File: src/rtl/uart_tx_fifo.sv
// rtl/uart_tx_fifo.sv - show-ahead transmit FIFO between the SBUF write path and the UART interface
module uart_tx_fifo #(
   parameter int DEPTH        = 16,
   parameter int AW           = 4,
   parameter int AFULL_THRESH = 12
) (
   input  logic          clk_uart,
   input  logic          rst,
   input  logic          wr_en,
   input  logic [7:0]    wr_data,
   input  logic          r_en,
   input  logic          err_clr,
   output logic [7:0]    fifo_data,
   output logic          fifo_empty,
   output logic          fifo_full,
   output logic          almost_full,
   output logic [AW:0]   count,
   output logic          overflow,
   output logic          underflow
);

   logic [7:0]    mem [DEPTH];
   logic [AW-1:0] wr_ptr;
   logic [AW-1:0] rd_ptr;
   logic          push_acc;
   logic          pop_acc;

   assign fifo_empty  = (count == '0);
   assign fifo_full   = (count == (AW+1)'(DEPTH));
   assign almost_full = (count >= (AW+1)'(AFULL_THRESH));

   // A pop frees the head slot, so a push into a full FIFO is accepted alongside it.
   assign pop_acc  = r_en & ~fifo_empty;
   assign push_acc = wr_en & (~fifo_full | pop_acc);

   assign fifo_data = fifo_empty ? 8'h00 : mem[rd_ptr];

   always_ff @(posedge clk_uart) begin
      if (!rst && push_acc)
         mem[wr_ptr] <= wr_data;
   end

   always_ff @(posedge clk_uart) begin
      if (rst) begin
         wr_ptr    <= '0;
         rd_ptr    <= '0;
         count     <= '0;
         overflow  <= 1'b0;
         underflow <= 1'b0;
      end else begin
         if (push_acc)
            wr_ptr <= wr_ptr + 1'b1;
         if (pop_acc)
            rd_ptr <= rd_ptr + 1'b1;
         case ({push_acc, pop_acc})
            2'b10:   count <= count + 1'b1;
            2'b01:   count <= count - 1'b1;
            default: count <= count;
         endcase
         // Clearing wins over an error raised in the same cycle.
         if (err_clr) begin
            overflow  <= 1'b0;
            underflow <= 1'b0;
         end else begin
            if (wr_en && !push_acc)
               overflow <= 1'b1;
            if (r_en && fifo_empty)
               underflow <= 1'b1;
         end
      end
   end

endmodule
File: config.mk
export PLATFORM = sky130hd
export DESIGN_NAME = uart_tx_fifo
export DESIGN_NICKNAME = d
export VERILOG_FILES = /design/src/rtl/uart_tx_fifo.sv
export SDC_FILE = /design/constraint.sdc
export NUM_CORES = 1
export LEC_CHECK = 0
export ABC_AREA = 1
export CELL_PAD_IN_SITES_DETAIL_PLACEMENT = 0
export CELL_PAD_IN_SITES_GLOBAL_PLACEMENT = 2
export CORE_MARGIN = 8
export CORE_UTILIZATION = 36
export DETAILED_ROUTE_END_ITERATION = 12
export PLACE_DENSITY_LB_ADDON = 0.1
export SLEW_MARGIN = 10
export SYNTH_ARGS = -nofsm -noshare
export SYNTH_HDL_FRONTEND = slang
export SYNTH_SLANG_ARGS = --single-unit
File: constraint.sdc
create_clock -name clk_uart -period 1.9 [get_ports clk_uart]
set_input_delay 0.475 -clock clk_uart [delete_from_list [all_inputs] [get_ports clk_uart]]
set_output_delay 0.475 -clock clk_uart [all_outputs]
set_load 0.05 [all_outputs]
Word level (Yosys, flattened, before mapping)
Memories as Yosys holds them, arrays and structs flattened. A register that Yosys moved wholly into a read port is not among the register bits.
Index checks and enable logic that the tools add are counted.
{"block": "op_classes", "add_sub_neg": 4, "bitwise": 5, "n_eq_ne": 3, "div": 0, "mul": 0, "reduce_logical": 8, "magnitude_cmp": 1, "n_mux": 6, "n_shift": 0}
{"operator": "$pmux 5 s2", "count": 1}
{"operator": "$add 4x1->4 const B", "count": 2}
{"operator": "$mux 4", "count": 2}
{"operator": "$mux 8", "count": 1}
{"operator": "$add 5x1->5 const B", "count": 1}
{"operator": "$eq 5x5->1 const B", "count": 1}
{"operator": "$ge 5x4->1 const B", "count": 1}
{"operator": "$logic_not 5->1", "count": 1}
{"operator": "$sub 5x1->5 const B", "count": 1}
{"operator": "$logic_and 1x1->1", "count": 3}
{"operator": "$and 1x1->1", "count": 2}
{"operator": "$eq 2x1->1 const B", "count": 1}
{"operator": "$eq 2x2->1 const B", "count": 1}
{"operator": "$logic_not 1->1", "count": 2}
{"operator": "$mux 1", "count": 2}
{"operator": "$not 1->1", "count": 2}
{"operator": "$reduce_bool 2->1", "count": 1}
{"operator": "$reduce_or 2->1", "count": 1}
{"operator": "$or 1x1->1", "count": 1}
{"block": "word_totals", "memories": 1, "ram_bits": 128, "mem_bits_ro": 0, "in_bits": 13, "latch_bits": 0, "ff_bits": 15, "word_cells": 33}
{"name": "mem", "words": 16, "width": 8, "rd": 1, "rd_clocked_by_memory_dff": 1, "wr": 1, "line": "22", "text": "logic [7:0] mem [DEPTH];"}

Longest topological paths before layout
Gate-level depths: netlist of the first run.
{"block": "depth", "ltp_word": 8, "mapped_depth": 12, "ltp_nobuf": 12}

Least setup slack after synthesis of the first run
Ideal clock, no wire load.
{"block": "synth_path", "path_kind": "flip-flop to output port", "start": "register count[4]", "end": "output port fifo_data[0]", "path_buffers": 0, "stages_incl_launch_ff": 5, "arrival_ns": 2.343, "setup_slack_ns": -0.918, "cell_sequence": "dfxtp_1 -> inv_1 -> nand3_1 -> clkinv_1 -> a21oi_1"}
{"block": "synth_via", "elab_chain_cells": 2}
{"item": "from (decl)", "line": "17", "text": "output logic [AW:0] count,"}
{"item": "from (signal assigned)", "line": "56", "text": "2'b10: count <= count + 1'b1;"}
{"item": "from (signal assigned)", "line": "57", "text": "2'b01: count <= count - 1'b1;"}
{"item": "from (signal assigned)", "line": "58", "text": "default: count <= count;"}
{"item": "$logic_not 5->1", "line": "28", "text": "assign fifo_empty = (count == '0);"}
{"item": "net fifo_empty", "line": "14", "text": "output logic fifo_empty,"}
{"item": "$mux 8", "line": "36", "text": "assign fifo_data = fifo_empty ? 8'h00 : mem[rd_ptr];"}
{"item": "to (decl)", "line": "13", "text": "output logic [7:0] fifo_data,"}
The timed path passes the listed nets, and every way through them passes these cells.

==> flow_summary.toml, run 1 <==
[global_route]
grt_start_max_net_pins = 27
number_of_antenna_violations_at_the_first_check_in_global_routing = 0
number_of_global_route_vias_before_repair = 4336
grt_usage = 0.151
overflow = 0
grt_first_pass_wirelength_um = 24500

[synthesis]
synth_top_cell_area_share = 0.622
yosys.area.top_type = "edfxtp_1"
syn_area_per_cell_sq_um = 11.0
synth.ff_latch_count = 147
synth.yosys.seq_area_share = 0.683
synthesis.nets = 584
syn-instance-count = 562
yosys.cell_types.count = 29
mappedNetlistArea_sq_um = 6180
synth.area.top_cells = "edfxtp_1 (62%), nand2_1 (11%), nand3_1 (8.7%)"
synth.yosys.warnings = 0

[critical_path]
worst_reg_to_reg_cells = 10
largest_fanout_on_the_critical_path = 7
timing.critical_path.slowest_cell_delay_ns = 0.46
timing.critical_path.cells = "buf_6 > clkbuf_16 > nand2_1 > nand3_2 > nand3_2 > nand2_2 > nand2_2 > a21oi_4 > buf_12"
critical_path.slowest_cell = "dfxtp_4"
worst_path_dominant_cell_family = "flip-flops"
worst_ep_required_time_ns = 1.42
critPathArrivalTime_ns = 1.90
regToRegEndpoint = "count[3]"
setup.worst_path.class = "reg -> out"
endpoint_kind = "output pin"
worstPathBufferInverterCount = 3
reg2reg_slack_ns = 0.15
crit_start_category = "flop"
rr_startpoint = "count[3]"

[sta]
fin_skew_ns = 0.00538
max_slew.worst_pin.slew_ns = 0.566
timing.final.crit_period_ns = 2.38
setup_violations = 8
timing.hold.ws_ns = 0.492
rsz0062_at_grt = "true"
maxSlewHeadroom = 0.622
final.period_utilization = 1.25
achievable-frequency_mhz = 421
final.setup.worst_slack_ns = -0.477
hold_viol_final = 0
maxSlewViolCount = 0

[floorplanning]
die_w_um = 147
core.rowCount = 48
fp.dieH_um = 147
die_area_sq_um = 21600
initial_core_util = 0.362
floorplan.io_pins = 31
coreArea_sq_um = 17100

[min_path]
hp-class = "reg -> reg"
min_delay_path_depth = 2
min_delay_endpoint = "overflow"
hold_path.startpoint = "overflow"

[clock_network]
clk_pin_slew_ns = 0.06
cts_sinks = 147
tritoncts = "built"
cts_inserted_buffers = 17
ctsLongestPathBuffers = 2
cts_hold_buf = 0
clock_latency_ns = 0.42
clock_tree.root_cell = "clkbuf_16"
htree_num_levels = 4

[run_status]
status = "finished, violations left"
violations = "setup timing"

[route]
routed_wire_length_per_instance_um = 18.7
vias_per_cell = 4.85
total_vias_in_the_final_route = 4352
route.detailed.drc = 0
wl_um = 16800
detail-route-antenna-nets = 0
initialDrtViolationCount = 271
drt_pass1_iterations = 4

[cells_and_area]
final_common_cell = "nand2_1"
num-fill-cells = 1536
final_nets = 682
area_of_all_placed_cells_without_fillers_sq_um = 8650
diodes = 0
footprint_of_the_multi_input_gates_sq_um = 2130
layout_common_cells = "nand2_1 (141), edfxtp_1 (128), nand3_1 (63)"
flow.area_growth_from_synthesis_pct = 39.9
final-seq-area_sq_um = 4250
share_of_post_route_cells_with_drive_strength_above_1 = 0.342
finish.cell_count_without_fillers = 898

[placed_design]
dp_hpwl_um = 10300
routabilityCongestion = 0.744
number_of_cells_after_detailed_placement = 846
place_area_sq_um = 7280
port-buffer-count = 30
dp_worst_setup_slack_ns = -0.388

[pwr]
highest_ir_drop_seen_on_vdd_uv = 825
power.leakage_nw = 3.34
total_power_mw = 12.0
pwr_per_cell_area_nw_per_um2 = 1380

[job]
cap_violations = 0
state kept, by name (all words and copies together) (netlist names), named ones only:
signal,flops
wr_ptr,4
overflow,1
mem,128
rd_ptr,4
count,5
underflow,1
where the power goes:
group | switching, mW | internal (mW)
Clock | 1.25 | 2.19
Sequential | 0.120 | 3.64
Combinational | 2.74 | 2.03
Total | 4.10 | 7.85
worst max path at each step:
stage,startpoint,endpoint,slack [ns],cells past startpoint
floorplan,count[2],count[4],0.004,11
global placement,r_en,count[4],-0.33,8
detailed placement,r_en,count[4],-0.39,8
CTS,flop,fifo_data[3],-0.48,9
global route,flop,fifo_data[1],-0.57,9
finish,flop,fifo_data[1],-0.48,9
metrics by stage:
stage / util / setup TNS (ns)
2_1_floorplan: - / 0
3_3_place_gp: 0.427 / -16.60
3_5_place_dp: 0.427 / -18.51
4_1_cts: 0.472 / -3.69
5_1_grt: 0.507 / -4.39
6_report: 0.507 / -3.63
Yosys cell counts:
cell type,instances
xnor2_1,1
a31oi_1,1
or2_2,1
clkinv_1,1
inv_2,4
a21oi_2,1
nor2_2,2
buf_2,13
ha_1,8
nand4_1,1
nor2_1,31
a21o_1,1
edfxtp_1,128
nand2_1,176
nand3_2,2
fa_1,1
inv_1,19
dfxtp_1,19
a21oi_1,17
clkbuf_1,3
buf_1,1
xor2_1,2
buf_4,1
buf_6,7
nand2_2,2
nand3_1,108
o21ai_0,9
o21ai_4,1
nand2_4,1
worst register-to-register path, stage by stage (launching register included):
cell and delay, ns:
dfxtp_4 0.37, nor2_4 0.10, nand3_2 0.11, nand3_2 0.12, inv_1 0.07, buf_4 0.14
ha_1 0.30, buf_4 0.15, xor2_1 0.15, nor2_1 0.10, nor2_1 0.05
what timing repair did:
item,in CTS,in global routing
gates resized for setup,23,83
buffers inserted,0,6
setup endpoints to repair,9,10
cloned,3,11
endpoints found under the hold margin,0,0
pin swaps,1,41
cell families (layout without fill, tap and decap cells):
| logic type | count (synthesis) | after routing | share of synthesized area |
|---|---|---|---|
| compound gates | 30 | 30 | 0.0273 |
| xor+xnor | 3 | 3 | 0.00425 |
| fa+ha+maj | 9 | 9 | 0.0194 |
| flops | 147 | 147 | 0.683 |
| simple gates | 324 | 324 | 0.224 |
| buf+inv | 49 | 160 | 0.0415 |
metal layers:
| layer | track usage | vias up | part of all wire |
|---|---|---|---|
| met5 | 0 | - | 0 |
| met4 | 0.0571 | 0 | 0.016 |
| met3 | 0.0360 | 19 | 0.042 |
| met2 | 0.251 | 84 | 0.50 |
| met1 | 0.188 | 2104 | 0.44 |
| li1 | - | 2145 | - |
final cells by class:
type / count / share of cell area
clock inverter: 10 / 0.0149
timing repair inverter: 1 / 0.00188
timing repair buffer: 103 / 0.144
inverter: 24 / 0.0133
sequential: 147 / 0.491
tap: 225 / 0.0326
multi-input combinational: 366 / 0.246
clock buffer: 22 / 0.0560
No activity file was read; power rests on OpenSTA's default activity.
==> run 2: changes to the inputs <==
--- a/config.mk
+++ b/config.mk
@@ -12,6 +12,7 @@
 export CORE_UTILIZATION = 36
 export DETAILED_ROUTE_END_ITERATION = 12
 export PLACE_DENSITY_LB_ADDON = 0.1
+export SKIP_CTS_REPAIR_TIMING = 1
 export SLEW_MARGIN = 10
 export SYNTH_ARGS = -nofsm -noshare
 export SYNTH_HDL_FRONTEND = slang
==> run 2 against run 1 <==
Compared with the run above:
- the flow still finishes with violations (setup timing)
- largest cell class unchanged
- critical endpoint is now fifo_data[7]
- clock-buffer cell count unchanged
- worst setup slack improved by 0.0082 ns
- via count increased by 0.64%
- sequential share of layout area decreased by 0.40 points
==> flow_summary.toml, run 2 (synthesis results as in run 1) <==
[sta]
maxSlewViolCount = 0
timing.final.crit_period_ns = 2.37
hold_viol_final = 0
max_slew.worst_pin.slew_ns = 0.559
final.setup.worst_slack_ns = -0.469
final.period_utilization = 1.25
timing.hold.ws_ns = 0.492
maxSlewHeadroom = 0.626
timing.setup.tns_ns = -3.63
setup_violations = 8
achievable-frequency_mhz = 422
fin_skew_ns = 0.00434
rsz0062_at_grt = "true"

[critical_path]
largest_fanout_on_the_critical_path = 6
worst_ep_required_time_ns = 1.42
endpoint_kind = "output pin"
crit_path_capture = "fifo_data[7]"
rr_startpoint = "count[4]"
setup.worst_path.class = "reg -> out"
worst_reg_to_reg_cells = 9
regToRegEndpoint = "count[4]"
critPathArrivalTime_ns = 1.89
reg2reg_slack_ns = 0.13
crit_start_category = "flop"

[clock_network]
cts_sinks = 147
clock_latency_ns = 0.42
cts_inserted_buffers = 17
clock_tree.root_cell = "clkbuf_16"
ctsLongestPathBuffers = 2
clk_pin_slew_ns = 0.06
tritoncts = "built"
htree_num_levels = 4

[global_route]
number_of_global_route_vias_before_repair = 4269
grt-busiest-layer = "met2"
grt_first_pass_wirelength_um = 23900
grt_start_max_net_pins = 27
grt.met2_usage = 0.249
grt_usage = 0.148
gr-usage-met1 = 0.181
number_of_antenna_violations_at_the_first_check_in_global_routing = 0
grt_util_met3 = 0.0357
overflow = 0

[route]
total_vias_in_the_final_route = 4380
detail-route-antenna-nets = 0
routed_wire_length_per_instance_um = 18.7
initialDrtViolationCount = 282
wl_um = 16900
route.detailed.drc = 0
drt_pass1_iterations = 4
vias_per_cell = 4.86

[cells_and_area]
final_nets = 686
top_regs = "mem: 128 flops, count: 5 flops"
diodes = 0
final_common_cell = "nand2_1"
max_flop_register = "mem"
layout.core_utilization = 0.511
layout_common_cells = "nand2_1 (131), edfxtp_1 (128), buf_4 (61)"
largest_reg_flops = 128
share_of_post_route_cells_with_drive_strength_above_1 = 0.368
num-fill-cells = 1543
flow.area_growth_from_synthesis_pct = 41.0

[pwr]
highest_ir_drop_seen_on_vdd_uv = 820
pwr_per_cell_area_nw_per_um2 = 1390
power.leakage_nw = 3.36

[floorplanning]
coreArea_sq_um = 17100
initial_core_util = 0.362
fp.dieH_um = 147
core.rowCount = 48
die_w_um = 147
die_area_sq_um = 21600
floorplan.io_pins = 31

[min_path]
hp-class = "reg -> reg"
min_delay_path_depth = 2

[job]
cap_violations = 0

[run_status]
violations = "setup timing"
status = "finished, violations left"

[placed_design]
dp_worst_setup_slack_ns = -0.388
port-buffer-count = 30
dp_hpwl_um = 10300
routabilityCongestion = 0.744
-- run 2: routing by layer --
layer | vias up | part of all wire
met5 | - | 0
met4 | 0 | 0.013
met3 | 18 | 0.038
met2 | 72 | 0.51
met1 | 2147 | 0.44
li1 | 2143 | -
-- run 2: final cells by class --
cell class	count	area (sq um)	share of cell area
Clock buffer	22	484	0.0555
Clock inverter	10	129	0.0148
Inverter	24	129	0.0148
Multi-Input combinational cell	366	2190	0.251
Sequential cell	147	4250	0.487
Tap cell	225	282	0.0323
Timing Repair Buffer	107	1240	0.143
Timing Repair inverter	1	16.3	0.00187
-- run 2: worst min path at each step --
stage / from / to / slack (ns)
after floorplan: rd_ptr[2] / flop / 0.45
after global placement: underflow / underflow / 0.47
after detailed placement: overflow / overflow / 0.48
after CTS: rd_ptr[2] / rd_ptr[2] / 0.49
after global routing: rd_ptr[2] / rd_ptr[2] / 0.53
final: overflow / overflow / 0.49
-- run 2: metrics by stage --
step                instance area (sq um)  power, mW  cells
finish                               8720       12.1    902
CTS                                  7900       11.1    878
detailed placement                   7280       7.64    846
floorplan                            6310       6.05    562
global route                         8720       12.7    902
global placement                     7280       7.63    846
-- run 2: power by group --
| group | switching [mW] | internal [mW] | leakage [nW] |
|---|---|---|---|
| combinational | 2.79 | 2.14 | 1.75 |
| sequential | 0.109 | 3.64 | 1.31 |
| clock | 1.25 | 2.19 | 0.301 |
-- run 2: critical path: stages (launching register included) --
cell,delay (ns)
dfxtp_4,0.38
buf_12,0.16
inv_12,0.09
buf_12,0.13
nand2_1,0.07
nand3_2,0.07
nand3_1,0.10
nand2_2,0.07
nand2_2,0.06
a21oi_4,0.19
buf_12,0.16
